===== config.mk =====
export PLATFORM = sky130hd
export DESIGN_NAME = serv_bus_arbiter
export DESIGN_NICKNAME = d
export VERILOG_FILES = /design/src/rtl/serv_bus_arbiter.sv
export SDC_FILE = /design/constraint.sdc
export NUM_CORES = 1
export LEC_CHECK = 0
export ABC_CLOCK_PERIOD_IN_PS = 2700
export CAP_MARGIN = 20
export CORE_AREA = 4 4 144 146
export DETAILED_ROUTE_END_ITERATION = 6
export DIE_AREA = 0 0 148 150
export PLACE_DENSITY = 0.54
export SLEW_MARGIN = 20
export SYNTH_ARGS = -nofsm -noshare
export SYNTH_HDL_FRONTEND = slang
export SYNTH_SLANG_ARGS = --single-unit

===== constraint.sdc =====
create_clock -name clk -period 2.7 [get_ports clk]
set_clock_uncertainty 0.15 [all_clocks]
set_input_delay 0.54 -clock clk [delete_from_list [all_inputs] [get_ports clk]]
set_output_delay 0.54 -clock clk [all_outputs]
set_load 0.1 [all_outputs]

===== src/rtl/serv_bus_arbiter.sv =====
// Three-master round-robin Wishbone arbiter (ibus, dbus, ext) onto one slave port.
// One classic-cycle transfer at a time; silent slaves are ended with a forced ack/err.
module serv_bus_arbiter #(
  parameter int TIMEOUT = 255
) (
  input  logic        clk,
  input  logic        i_rst,
  input  logic [31:0] i_ibus_adr,
  input  logic        i_ibus_cyc,
  output logic [31:0] o_ibus_rdt,
  output logic        o_ibus_ack,
  input  logic [31:0] i_dbus_adr,
  input  logic [31:0] i_dbus_dat,
  input  logic [3:0]  i_dbus_sel,
  input  logic        i_dbus_we,
  input  logic        i_dbus_cyc,
  output logic [31:0] o_dbus_rdt,
  output logic        o_dbus_ack,
  output logic        o_dbus_err,
  input  logic [31:0] i_ext_adr,
  input  logic [31:0] i_ext_dat,
  input  logic [3:0]  i_ext_sel,
  input  logic        i_ext_we,
  input  logic        i_ext_cyc,
  output logic [31:0] o_ext_rdt,
  output logic        o_ext_ack,
  output logic        o_ext_err,
  output logic [31:0] o_wb_adr,
  output logic [31:0] o_wb_dat,
  output logic [3:0]  o_wb_sel,
  output logic        o_wb_we,
  output logic        o_wb_cyc,
  input  logic [31:0] i_wb_rdt,
  input  logic        i_wb_ack,
  output logic [1:0]  o_grant
);
  localparam int TW = (TIMEOUT < 2) ? 1 : $clog2(TIMEOUT + 1);
  localparam logic [TW-1:0] TLAST = TW'((TIMEOUT == 0) ? 0 : TIMEOUT - 1);

  typedef enum logic {IDLE, GRANT} state_t;

  state_t        state, state_nxt;
  logic [1:0]    owner, owner_nxt, last, last_nxt, pick;
  logic [TW-1:0] tcnt, tcnt_nxt;
  logic          own_cyc, tout, done, ack_any;

  // Rotating priority: search starts at the master after the last one granted.
  always_comb begin
    case (last)
      2'd1:    pick = i_dbus_cyc ? 2'd2 : i_ext_cyc  ? 2'd3 : i_ibus_cyc ? 2'd1 : 2'd0;
      2'd2:    pick = i_ext_cyc  ? 2'd3 : i_ibus_cyc ? 2'd1 : i_dbus_cyc ? 2'd2 : 2'd0;
      default: pick = i_ibus_cyc ? 2'd1 : i_dbus_cyc ? 2'd2 : i_ext_cyc  ? 2'd3 : 2'd0;
    endcase
  end

  always_comb begin
    case (owner)
      2'd1:    own_cyc = i_ibus_cyc;
      2'd2:    own_cyc = i_dbus_cyc;
      2'd3:    own_cyc = i_ext_cyc;
      default: own_cyc = 1'b0;
    endcase
  end

  // A real slave ack in the timeout cycle takes precedence over the forced one.
  assign tout = (TIMEOUT != 0) && (tcnt == TLAST) && !i_wb_ack;
  assign done = i_wb_ack || tout || !own_cyc;

  always_ff @(posedge clk) begin
    if (i_rst) begin
      state <= IDLE;
      owner <= 2'd0;
      last  <= 2'd3;
      tcnt  <= '0;
    end else begin
      state <= state_nxt;
      owner <= owner_nxt;
      last  <= last_nxt;
      tcnt  <= tcnt_nxt;
    end
  end

  always_comb begin
    state_nxt = state;
    owner_nxt = owner;
    last_nxt  = last;
    tcnt_nxt  = tcnt;
    case (state)
      IDLE: if (pick != 2'd0) begin
        state_nxt = GRANT;
        owner_nxt = pick;
        last_nxt  = pick;
        tcnt_nxt  = '0;
      end
      GRANT: if (done) begin
        state_nxt = IDLE;
        owner_nxt = 2'd0;
      end else begin
        tcnt_nxt = tcnt + 1'b1;
      end
      default: state_nxt = IDLE;
    endcase
  end

  always_comb begin
    o_wb_adr = 32'd0;
    o_wb_dat = 32'd0;
    o_wb_sel = 4'd0;
    o_wb_we  = 1'b0;
    case (owner)
      2'd1: begin
        o_wb_adr = i_ibus_adr;
        o_wb_sel = 4'hF;
      end
      2'd2: begin
        o_wb_adr = i_dbus_adr;
        o_wb_dat = i_dbus_dat;
        o_wb_sel = i_dbus_sel;
        o_wb_we  = i_dbus_we;
      end
      2'd3: begin
        o_wb_adr = i_ext_adr;
        o_wb_dat = i_ext_dat;
        o_wb_sel = i_ext_sel;
        o_wb_we  = i_ext_we;
      end
      default: ;
    endcase
  end

  // Reset overrides cyc/ack/err even while a transfer is in flight.
  assign ack_any    = !i_rst && (i_wb_ack || tout);
  assign o_wb_cyc   = own_cyc && !i_rst;
  assign o_ibus_ack = (owner == 2'd1) && ack_any;
  assign o_dbus_ack = (owner == 2'd2) && ack_any;
  assign o_ext_ack  = (owner == 2'd3) && ack_any;
  assign o_dbus_err = (owner == 2'd2) && !i_rst && tout;
  assign o_ext_err  = (owner == 2'd3) && !i_rst && tout;
  assign o_ibus_rdt = i_wb_rdt;
  assign o_dbus_rdt = i_wb_rdt;
  assign o_ext_rdt  = i_wb_rdt;
  assign o_grant    = owner;
endmodule

# Word-level counts from Yosys, hierarchy flattened
# Index checks and enable logic that the tools add are counted.
# classes
n_addsub	1
eq_ne	9
muxes	24
bitwise	1
n_reduce_logical	19
# op_table
op	count
32-bit one-hot mux with 3 select lines	1
32-bit one-hot mux with 2 select lines	1
2-bit 2-to-1 mux	10
8-bit 2-to-1 mux	2
8-bit one-hot mux with 2 select lines	1
4-bit one-hot mux with 3 select lines	1
1-bit logical AND	10
8-bit by 1-bit adder with 8-bit output (second input constant)	1
8-bit == test (second input constant)	1
2-bit one-hot mux with 2 select lines	2
2-bit == test (second input constant)	3
2-bit AND reduction	3
2-bit by 1-bit == test with 1-bit output (second input constant)	2
2-bit != test (second input constant)	2
1-bit one-hot mux with 2 select lines	2
1-bit logical NOT	3
1-bit 2-to-1 mux	3
1-bit one-hot mux with 3 select lines	1
1-bit logical OR	2
2-bit by 1-bit != test with 1-bit output (second input constant)	1
2-bit nonzero test	1
1-bit NOT	1
# totals
register_bits	13
inputBits	208
out_inout_bits	173
wordCells	58

# Depth between registers and ports, before layout
# Gate-level depths: netlist of run 1.
# depth
ltp_word	7
depth_mapped	7
ltp_nobuf	6

# Worst setup path before layout of run 1
# OpenSTA, ideal clock, no wires.
# synth_timing
path_kind	flip-flop to output port
startpoint	register owner[1], in the netlist o_grant[1]
endpoint	output port o_ext_err
arrival_ns	4.806
t_required_ns	2.010
path_slack_ns	-2.796
stages_incl_launch_ff	6
path_buffers	3
cell_sequence	dfxtp_1 buf_6 buf_2 buf_2 nand2_1 nor4b_1
# synth_via
elab_chain_cells	3
# synth_rtl
element	line	rtl
from (decl)	43	logic [1:0] owner, owner_nxt, last, last_nxt, pick;
from (signal assigned)	77	owner <= owner_nxt;
2-bit == test	138	assign o_ext_err = (owner == 2'd3) && !i_rst && tout;
1-bit logical AND (2 in series)	138	
to (decl)	27	output logic o_ext_err,
# No other way between the ends.

# Final worst setup path of run 1
# layout_timing
startpoint	register tcnt[0]
endpoint	output port o_ext_err
# layout_via
elab_chain_cells	3
# layout_rtl
element	line	rtl
from (decl)	44	logic [TW-1:0] tcnt, tcnt_nxt;
from (signal assigned)	79	tcnt <= tcnt_nxt;
8-bit == test	66	assign tout = (TIMEOUT != 0) && (tcnt == TLAST) && !i_wb_ack;
1-bit logical AND	66	
1-bit logical AND	138	
# No other way between the ends.

==> flow_metrics.py, run 1 <==
metrics = {
    "synth": {
        "synth_cells": 378,
        "ys.flop_type": "dfxtp_1",
        "ys_warn_count": 0,
        "syn_area_per_cell_um2": 7.868,
        "synth_edf_count": 0,
        "ys_ff_latch": 13,
        "synth_seq_area_share_pct": 8.751,
        "synth-async-reset-ratio_pct": 0,
        "ys_types": 45,
        "synth_area_mm2": 0.002974,
        "syn-num-nets": 590,
    },
    "power_and_ir_drop": {
        "p_sw_share_pct": 59.13,
        "power_frac_seq_pct": 4.3,
        "p_comb_share_pct": 92.0,
        "powerDensity_mw_per_mm2": 1218,
        "clock_power_share_pct": 3.6,
        "intPower_mw": 3.172,
        "p_leak_nw": 2.316,
        "ir_drop_v": 0.0005452,
        "power_switching_mw": 4.589,
    },
    "route": {
        "drcViolationCount": 0,
        "route.vias.total": 3222,
        "antenna_left": 0,
        "drtIter0Drc": 170,
        "drt-total-wl_um": 13860,
        "post_drt_wl_per_cell_um": 17.61,
        "via_per_inst": 4.094,
        "firstDrtPassIters": 5,
    },
    "run_status": {
        "status": "finished, final reports clean",
    },
    "die": {
        "ios": 381,
        "die-area_mm2": 0.02220,
        "chipWidth_um": 148,
        "fp.coreArea_mm2": 0.01940,
        "rows": 51,
        "start_util_pct": 15.33,
        "die_y_um": 150,
    },
    "clock_network": {
        "clkLatencyLatePin_ps": 250,
        "post_cts.repair.setup_buffers": 0,
        "cts_buffers": 3,
        "ctsRootBufferMaster": "clkbuf_16",
        "clock-sinks": 13,
        "cts_tree": "built",
        "path_clk_slew_ps": 50,
        "cts_buffer_depth": 2,
        "htreeDepth": 1,
    },
    "flow_run": {
        "drv_cap": 0,
    },
    "timing": {
        "hold_viol": 0,
        "post-route-min-period_ps": 2633,
        "finalCritPeriodShare_pct": 97.53,
        "tightest_slew_ps": 612.4,
        "grt_setup_unrepaired": "yes",
        "relSlewSlack_pct": 58.63,
        "holdWs_ps": 351.8,
        "tns_ps": 0,
        "drv_slew": 0,
        "setup_viol": 0,
        "fmax_ghz": 0.3797,
    },
    "global_route": {
        "grt.overflow.total": 0,
        "first_global_vias": 3478,
        "grt_usage_pct": 11.88,
        "grt_pass1_wl_um": 20880,
        "grt_max_degree": 45,
        "antenna_found_initial": 0,
    },
    "worst_setup_path": {
        "crit_arrival_ps": 1940,
        "worstPathRequired_ps": 2010,
        "path_max_fanout": 7,
        "end_kind": "output pin",
        "cp-start-kind": "register",
        "critPathKind": "register to output pin",
    },
    "cells_and_area": {
        "n_fill_cell": 1998,
        "seq_area_um2": 269.0,
        "antenna_cells": 0,
        "nNetsFinal": 735,
        "final_common_cell": "clkdlybuf4s50_1",
        "multi_input_area_mm2": 0.002232,
        "final_cell_mix": "clkdlybuf4s50_1, buf_12, mux2i_1, mux2_2, a22o_2",
        "syn2layout_area_growth_pct": 114.3,
        "drive_gt1_share_pct": 40.42,
        "fin_area_mm2": 0.006374,
        "instances_no_fill": 787,
    },
    "place": {
        "portBuffers": 252,
        "dpl_cell_area_mm2": 0.006291,
        "place.gp.congestion": 0.7789,
        "dp_cells": 783,
        "place.detailed.hpwl_um": 11640,
    },
    "hold_path": {
        "hold_path.class": "register to register",
    },
}
## registers in the layout, summed over array words and instances, names as in the netlist
register,count
last,2
o_grant,2
state,1
tcnt,8
## layout make-up
cell class | count | area share, %
flip-flops and latches | 13 | 4.221
clock buffers | 4 | 1.237
inverters | 11 | 0.6478
well taps | 265 | 5.202
multi-input cells | 232 | 35.02
repair buffers | 262 | 53.67
## layer usage
layer | vias to the layer above | part of all wire [%] | GRT usage, %
met5 | - | 0 | 0
met4 | 0 | 2.5 | 3.187
met3 | 30 | 9.8 | 3.998
met2 | 181 | 52 | 22.31
met1 | 1468 | 36 | 12.68
li1 | 1543 | - | -
## what timing repair did
item | CTS | global route
resized for setup | 0 | 2
endpoints found under the hold margin | 0 | 0
hold buffers | 0 | 0
endpoints found under the setup margin | 0 | 2
## worst max-delay path, cell delays in order (launching register included)
cell     delay (ps)
dfxtp_1         360
inv_1            80
ha_1            180
nand3_1         120
or3_4           410
nor4b_4         320
buf_12          210
## metrics by stage
step	total power, mW	worst slack (ps)	utilization [%]
floorplan	5.667	-133.6	-
global placement	7.512	84.35	32.43
detailed placement	7.531	46.19	32.43
CTS	7.838	29.12	32.84
global route	8.021	-13.95	32.86
finish	7.761	66.63	32.86
## kinds of logic after synthesis
family                   count (synthesis)  synth area share, %
buffers and inverters                  133                29.79
multiplexers                            66                23.73
adder cells (fa/ha/maj)                  4                1.683
AND/OR/NAND/NOR                         89                16.41
flip-flops                              13                8.751
AO/OA/AOI/OAI                           73                19.65
## power by group through the flow
stage	combinational, mW	sequential [mW]	clock (mW)
after global routing	7.38	0.350	0.296
after global placement	7.17	0.343	0
final	7.14	0.337	0.283
after floorplan	5.30	0.370	0
after CTS	7.21	0.342	0.284
after detailed placement	7.19	0.346	0
## Yosys cell counts, types with 2 or more instances
master	count	area (um^2)
a21oi_1	11	55.05
a31o_2	4	35.03
nor3_1	3	15.01
inv_1	11	41.29
a31oi_1	4	25.02
nand2_1	13	48.80
a32o_1	2	20.02
ha_1	4	50.05
buf_2	9	45.04
nand4_1	3	18.77
buf_4	96	720.7
nor2_1	13	48.80
nand3_1	8	40.04
mux2i_1	33	330.3
o21ai_0	2	10.01
dfxtp_1	13	260.3
or3_1	4	25.02
nor4_1	2	12.51
a22o_1	32	280.3
mux2_2	32	360.4
nor2b_1	36	225.2
buf_1	2	7.510
buf_6	2	22.52
clkbuf_1	13	48.80
o211ai_1	6	45.04
## path summary, 6_finish.rpt
path,from,to,slack (ps),cells past startpoint
setup / recovery,tcnt[0]$_SDFFE_PP0P_,o_ext_err,70,6
hold / removal,tcnt[3]$_SDFFE_PP0P_,tcnt[3]$_SDFFE_PP0P_,350,1
setup reg to reg,o_grant[0]$_SDFFE_PP0P_,tcnt[1]$_SDFFE_PP0P_,680,4
hold reg to reg,tcnt[3]$_SDFFE_PP0P_,tcnt[3]$_SDFFE_PP0P_,350,1
Power figures use the tool's default switching activity.
==> inputs of run 2 (changes only) <==
--- a/config.mk
+++ b/config.mk
@@ -10,7 +10,6 @@
 export CORE_AREA = 4 4 144 146
 export DETAILED_ROUTE_END_ITERATION = 6
 export DIE_AREA = 0 0 148 150
-export PLACE_DENSITY = 0.54
 export SLEW_MARGIN = 20
 export SYNTH_ARGS = -nofsm -noshare
 export SYNTH_HDL_FRONTEND = slang
==> run 2 against run 1 <==
  * Critical path depth stayed put
  * Clock power is 4% higher
  * Final area is 0.88% higher
  * Global-route usage is 0.24 points lower
  * Wire length is 0.50% lower
  * Sequential power is 8.0% higher
  * Register-to-register slack worse by 150 ps
  * Count of clock-buffer cells in the layout stayed put
  * Die area stayed put
  * Worst hold slack worse by 15 ps
  * Cell count is 0.64% higher
==> flow_metrics.py, run 2 (synthesis gave the netlist of run 1 again) <==
metrics = {
    "global_route": {
        "grt_pass1_wl_um": 19940,
        "grt_usage_pct": 11.64,
        "grt_max_degree": 35,
        "antenna_found_initial": 1,
        "grt.overflow.total": 0,
        "first_global_vias": 3335,
    },
    "clock_network": {
        "clock-sinks": 13,
        "ctsRootBufferMaster": "clkbuf_16",
        "cts_buffers": 3,
        "cts_buffer_depth": 2,
        "htreeDepth": 1,
        "clkLatencyLatePin_ps": 250,
        "cts_hold_buf": 0,
        "path_clk_slew_ps": 50,
        "cts_tree": "built",
    },
    "run_status": {
        "status": "finished, final reports clean",
    },
    "worst_setup_path": {
        "critPathKind": "register to output pin",
        "r2r_end": "tcnt[1]$_SDFFE_PP0P_",
        "crit_arrival_ps": 1940,
        "path_max_fanout": 7,
        "r2r-start": "o_grant[1]$_SDFFE_PP0P_",
        "end_kind": "output pin",
        "r2r_setup_slack_ps": 530,
        "cp-startpoint": "tcnt[0]$_SDFFE_PP0P_",
        "worstPathRequired_ps": 2010,
        "cp-start-kind": "register",
        "r2r_cells": 5,
    },
    "cells_and_area": {
        "nNetsFinal": 740,
        "top_register": "tcnt",
        "antenna_cells": 0,
        "final_common_cell": "clkdlybuf4s50_1",
        "fin_area_mm2": 0.006430,
        "drive_gt1_share_pct": 41.75,
        "final_cell_mix": "clkdlybuf4s50_1, buf_12, mux2i_1, mux2_2, a22o_2",
        "syn2layout_area_growth_pct": 116.2,
        "utilization_pct": 33.15,
        "largest_reg_flops": 8,
    },
    "timing": {
        "tightest_slew_ps": 585.5,
        "final.setup.worst_slack_ps": 68.64,
        "setup_viol": 0,
        "tns_ps": 0,
        "fmax_ghz": 0.3800,
        "finalCritPeriodShare_pct": 97.46,
        "post-route-min-period_ps": 2631,
        "relSlewSlack_pct": 60.45,
        "drv_slew": 0,
        "hold_viol": 0,
    },
    "power_and_ir_drop": {
        "intPower_mw": 3.202,
        "power_switching_mw": 4.610,
        "p_comb_share_pct": 91.6,
        "ir_drop_v": 0.0005294,
        "powerDensity_mw_per_mm2": 1215,
        "power_mw": 7.813,
        "p_leak_nw": 2.334,
        "clock_power_share_pct": 3.8,
        "power_frac_seq_pct": 4.7,
        "p_sw_share_pct": 59.01,
    },
    "place": {
        "dpl_cell_area_mm2": 0.006321,
        "pre_cts_ws_ps": 110.3,
        "place.detailed.hpwl_um": 11510,
        "place.gp.congestion": 0.7583,
        "portBuffers": 252,
    },
    "die": {
        "fp.coreArea_mm2": 0.01940,
        "die_y_um": 150,
        "start_util_pct": 15.33,
        "chipWidth_um": 148,
        "ios": 381,
        "rows": 51,
        "die-area_mm2": 0.02220,
    },
    "route": {
        "m1WireLength_um": 5111,
        "drcViolationCount": 0,
        "firstDrtPassIters": 4,
        "via_per_inst": 4.087,
        "dr_wl_met2_um": 6705,
        "drt-total-wl_um": 13790,
        "top_layer_used": "met4",
        "drtIter0Drc": 65,
        "antenna_left": 0,
        "route.vias.total": 3237,
        "post_drt_wl_per_cell_um": 17.41,
        "wl_met3_um": 1501,
    },
    "hold_path": {
        "hold_path.class": "register to register",
        "min_from": "tcnt[3]$_SDFFE_PP0P_",
        "whs_path_depth": 1,
        "min_delay_worst_endpoint": "tcnt[3]$_SDFFE_PP0P_",
    },
    "flow_run": {
        "drv_cap": 0,
    },
}
run 2: power groups by stage:
stage,sequential (mW),combinational [mW],clock (mW)
finish,0.364,7.16,0.293
global route,0.382,7.39,0.306
CTS,0.371,7.22,0.296
detailed placement,0.375,7.20,0
global placement,0.374,7.21,0
floorplan,0.370,5.30,0
run 2: worst max-delay path: stages, from the launching register on:
cell	delay [ps]
dfxtp_4	360
inv_2	70
ha_4	140
nand3_2	90
or3_4	450
nor4b_4	360
buf_12	220
run 2: worst max-delay path by stage:
stage / endpoint
final: o_ext_err
after global routing: o_ext_err
after CTS: o_ext_err
after detailed placement: o_ext_err
after global placement: o_ext_err
after floorplan: o_ext_err
run 2: layout make-up:
class | count | area (um^2)
inverter | 11 | 41.29
tap | 265 | 331.6
timing repair buffer | 267 | 3456
clock buffer | 4 | 78.83
sequential | 13 | 272.8
multi-input combinational | 232 | 2250
fill | 2011 | 12970
run 2: through the flow:
step,instances,hold WS (ps)
2_1_floorplan,378,294.9
3_3_place_gp,787,323.1
3_5_place_dp,787,324.5
4_1_cts,791,331.8
5_1_grt,792,374.3
6_report,792,336.3
run 2: what timing repair did:
action / 4_1_cts / 5_1_grt
resized for setup: 0 / 7
endpoints found under the setup margin: 0 / 1
setup buffers: 0 / 1
run 2: layer usage:
layer	vias up	global-route usage, %
met2	189	20.39
met1	1454	12.93
met5	-	0
li1	1553	-
met4	0	4.434
met3	41	4.149
==> inputs of run 3 (changes only) <==
--- a/config.mk
+++ b/config.mk
@@ -5,11 +5,13 @@
 export SDC_FILE = /design/constraint.sdc
 export NUM_CORES = 1
 export LEC_CHECK = 0
+export ABC_AREA = 1
 export ABC_CLOCK_PERIOD_IN_PS = 2700
 export CAP_MARGIN = 20
-export CORE_AREA = 4 4 144 146
+export CORE_AREA = 4 4 145 147
+export CTS_BUF_LIST = sky130_fd_sc_hd__clkbuf_2 sky130_fd_sc_hd__clkbuf_4 sky130_fd_sc_hd__clkbuf_8
 export DETAILED_ROUTE_END_ITERATION = 6
-export DIE_AREA = 0 0 148 150
+export DIE_AREA = 0 0 149 151
 export SLEW_MARGIN = 20
 export SYNTH_ARGS = -nofsm -noshare
 export SYNTH_HDL_FRONTEND = slang
==> run 3 against run 2 <==
  * Sequential power decreased by 17%
  * Final area decreased by 6.9%
  * Sequential share of layout area increased by 0.19 points
  * Sequential cell count unchanged
  * First-iteration DRC count increased by 75%
  * Largest power group unchanged
==> flow_metrics.py, run 3 <==
metrics = {
    "run_status": {
        "status": "finished, final reports clean",
    },
    "die": {
        "start_util_pct": 13.74,
        "die_y_um": 151,
        "ios": 381,
        "rows": 52,
        "fp.coreArea_mm2": 0.01991,
        "die-area_mm2": 0.02250,
        "chipWidth_um": 149,
    },
    "worst_setup_path": {
        "worstPathRequired_ps": 2010,
        "r2r_end": "tcnt[2]$_SDFFE_PP0P_",
        "critPathKind": "register to output pin",
        "r2r_setup_slack_ps": 730,
        "worstSetupEndpoint": "o_dbus_ack",
        "r2r-start": "tcnt[0]$_SDFFE_PP0P_",
        "r2r_cells": 8,
        "path_max_fanout": 6,
        "cp-start-kind": "register",
        "cp-startpoint": "tcnt[2]$_SDFFE_PP0P_",
        "crit_arrival_ps": 1840,
        "end_kind": "output pin",
    },
    "synth": {
        "ys_warn_count": 0,
        "synth_cells": 504,
        "ys_ff_latch": 13,
        "synth_edf_count": 0,
        "synth.most_common_cell": "nand2_1",
        "synth_area_leader_cell": "buf_4",
        "synth_seq_area_share_pct": 9.515,
        "synth_area_leaders": "buf_4, nand2_1, nand3_1",
        "syn-num-nets": 716,
        "ys_types": 24,
        "synth.top_cell.area_share_pct": 26.62,
        "synth_common_cells": "nand2_1, nand3_1, buf_4",
        "syn_area_per_cell_um2": 5.427,
        "synth_area_mm2": 0.002735,
        "ys.flop_type": "dfxtp_1",
        "synth-async-reset-ratio_pct": 0,
    },
    "cells_and_area": {
        "nNetsFinal": 862,
        "final_cell_mix": "clkdlybuf4s50_1, nand2_1, nand3_1, buf_12, nand3_2",
        "instances_no_fill": 919,
        "largest_reg_flops": 8,
        "top_register": "tcnt",
        "final_common_cell": "clkdlybuf4s50_1",
        "antenna_cells": 0,
        "drive_gt1_share_pct": 26.81,
        "syn2layout_area_growth_pct": 118.9,
    },
    "global_route": {
        "grt_max_degree": 47,
        "grt.overflow.total": 0,
        "antenna_found_initial": 1,
        "use_met1_pct": 11.68,
        "grt_usage_pct": 10.59,
        "first_global_vias": 3496,
        "grt.busiest_layer": "met2",
        "use_met2_pct": 18.87,
        "grt_pass1_wl_um": 19020,
        "use_met3_pct": 4.428,
    },
    "timing": {
        "drv_slew": 0,
        "grt_setup_unrepaired": "no",
        "tns_ps": 0,
        "hold_viol": 0,
        "tightest_slew_ps": 514.2,
        "post-route-min-period_ps": 2531,
        "setup_viol": 0,
        "final.setup.worst_slack_ps": 168.9,
        "relSlewSlack_pct": 65.72,
        "finalCritPeriodShare_pct": 93.74,
        "fmax_ghz": 0.3951,
    },
    "clock_network": {
        "post_cts.repair.setup_buffers": 0,
        "cts_buffers": 3,
        "cts_hold_buf": 0,
        "clkLatencyLatePin_ps": 240,
        "path_clk_slew_ps": 50,
        "htreeDepth": 1,
        "clock-sinks": 13,
        "cts_resized": 0,
        "cts_buffer_depth": 2,
        "ctsRootBufferMaster": "clkbuf_8",
        "cts_tree": "built",
    },
    "power_and_ir_drop": {
        "p_leak_nw": 2.592,
        "powerDensity_mw_per_mm2": 959.8,
        "ir_drop_v": 0.0004333,
        "power_mw": 5.747,
    },
    "route": {
        "route.vias.total": 3607,
        "drtIter0Drc": 114,
        "post_drt_wl_per_cell_um": 14.41,
        "drt-total-wl_um": 13240,
        "firstDrtPassIters": 4,
        "antenna_left": 0,
        "drcViolationCount": 0,
        "via_per_inst": 3.925,
    },
    "hold_path": {
        "hold_path.class": "register to register",
    },
    "place": {
        "place.gp.congestion": 0.7445,
        "dp_cells": 915,
        "place.detailed.hpwl_um": 11130,
        "portBuffers": 252,
        "pre_cts_ws_ps": 193.0,
    },
    "flow_run": {
        "drv_cap": 0,
    },
}
## run 3: cell types whose count changed after synthesis, moves of 10 or more
cell and delta:
nor2b_1 -36, mux2_2 -32, nand3_1 +111, nand2_1 +166
inv_1 +10, mux2i_1 -33, a22o_1 -32
## run 3: worst min-delay path by stage
stage / from / endpoint / slack [ps] / cells after the start
finish: last[1]$_SDFFE_PP1P_ / last[1]$_SDFFE_PP1P_ / 350 / 2
global route: tcnt[6]$_SDFFE_PP0P_ / tcnt[6]$_SDFFE_PP0P_ / 390 / 2
global placement: last[1]$_SDFFE_PP1P_ / last[1]$_SDFFE_PP1P_ / 340 / 2
CTS: last[1]$_SDFFE_PP1P_ / last[1]$_SDFFE_PP1P_ / 350 / 2
floorplan: last[1]$_SDFFE_PP1P_ / last[1]$_SDFFE_PP1P_ / 300 / 2
detailed placement: last[1]$_SDFFE_PP1P_ / last[1]$_SDFFE_PP1P_ / 340 / 2
## run 3: routing by layer
layer  share of wire [%]  up-vias  routed length (um)
li1                    -     1811                   -
met4                 2.2        2                 287
met5                0.15        -                  20
met2                  50      174                6611
met1                  37     1580                4846
met3                  11       40                1472
## run 3: worst max-delay path, cell delays in order (launching register included)
cell and delay, ps:
dfxtp_1 410, inv_1 60, nor2_1 110, nand4_1 360
nand2_1 160, nand2_1 140, nor2_2 170, buf_12 190
## run 3: layout make-up
class	instances	area, um^2
Timing Repair Buffer	264	3396
Tap cell	270	337.8
Fill cell	2170	13920
Inverter	24	90.09
Multi-Input combinational cell	344	1851
Clock buffer	4	48.80
Sequential cell	13	265.3
## run 3: report_power, final
group | switching [mW] | internal [mW] | total, mW
logic | 3.48 | 1.78 | 5.26
registers | 0.0570 | 0.245 | 0.302
clock network | 0.0663 | 0.114 | 0.180
total | 3.61 | 2.14 | 5.75
## run 3: cell families (layout without fill, tap and decap cells)
logic type | count (synthesis) | count (layout) | synth area share, %
AO/OA/AOI/OAI | 17 | 17 | 3.568
flip-flops | 13 | 13 | 9.515
AND/OR/NAND/NOR | 323 | 323 | 51.28
adder cells (fa/ha/maj) | 4 | 4 | 1.830
buffers and inverters | 147 | 292 | 33.81
## run 3: metrics by stage
step / cell area, um^2 / hold slack, ps / utilization, %
floorplan: 3040 / 304.6 / -
global placement: 5939 / 338.6 / 29.83
detailed placement: 5939 / 342.3 / 29.83
CTS: 5988 / 350.3 / 30.08
global route: 5988 / 392.7 / 30.08
finish: 5988 / 347.7 / 30.08
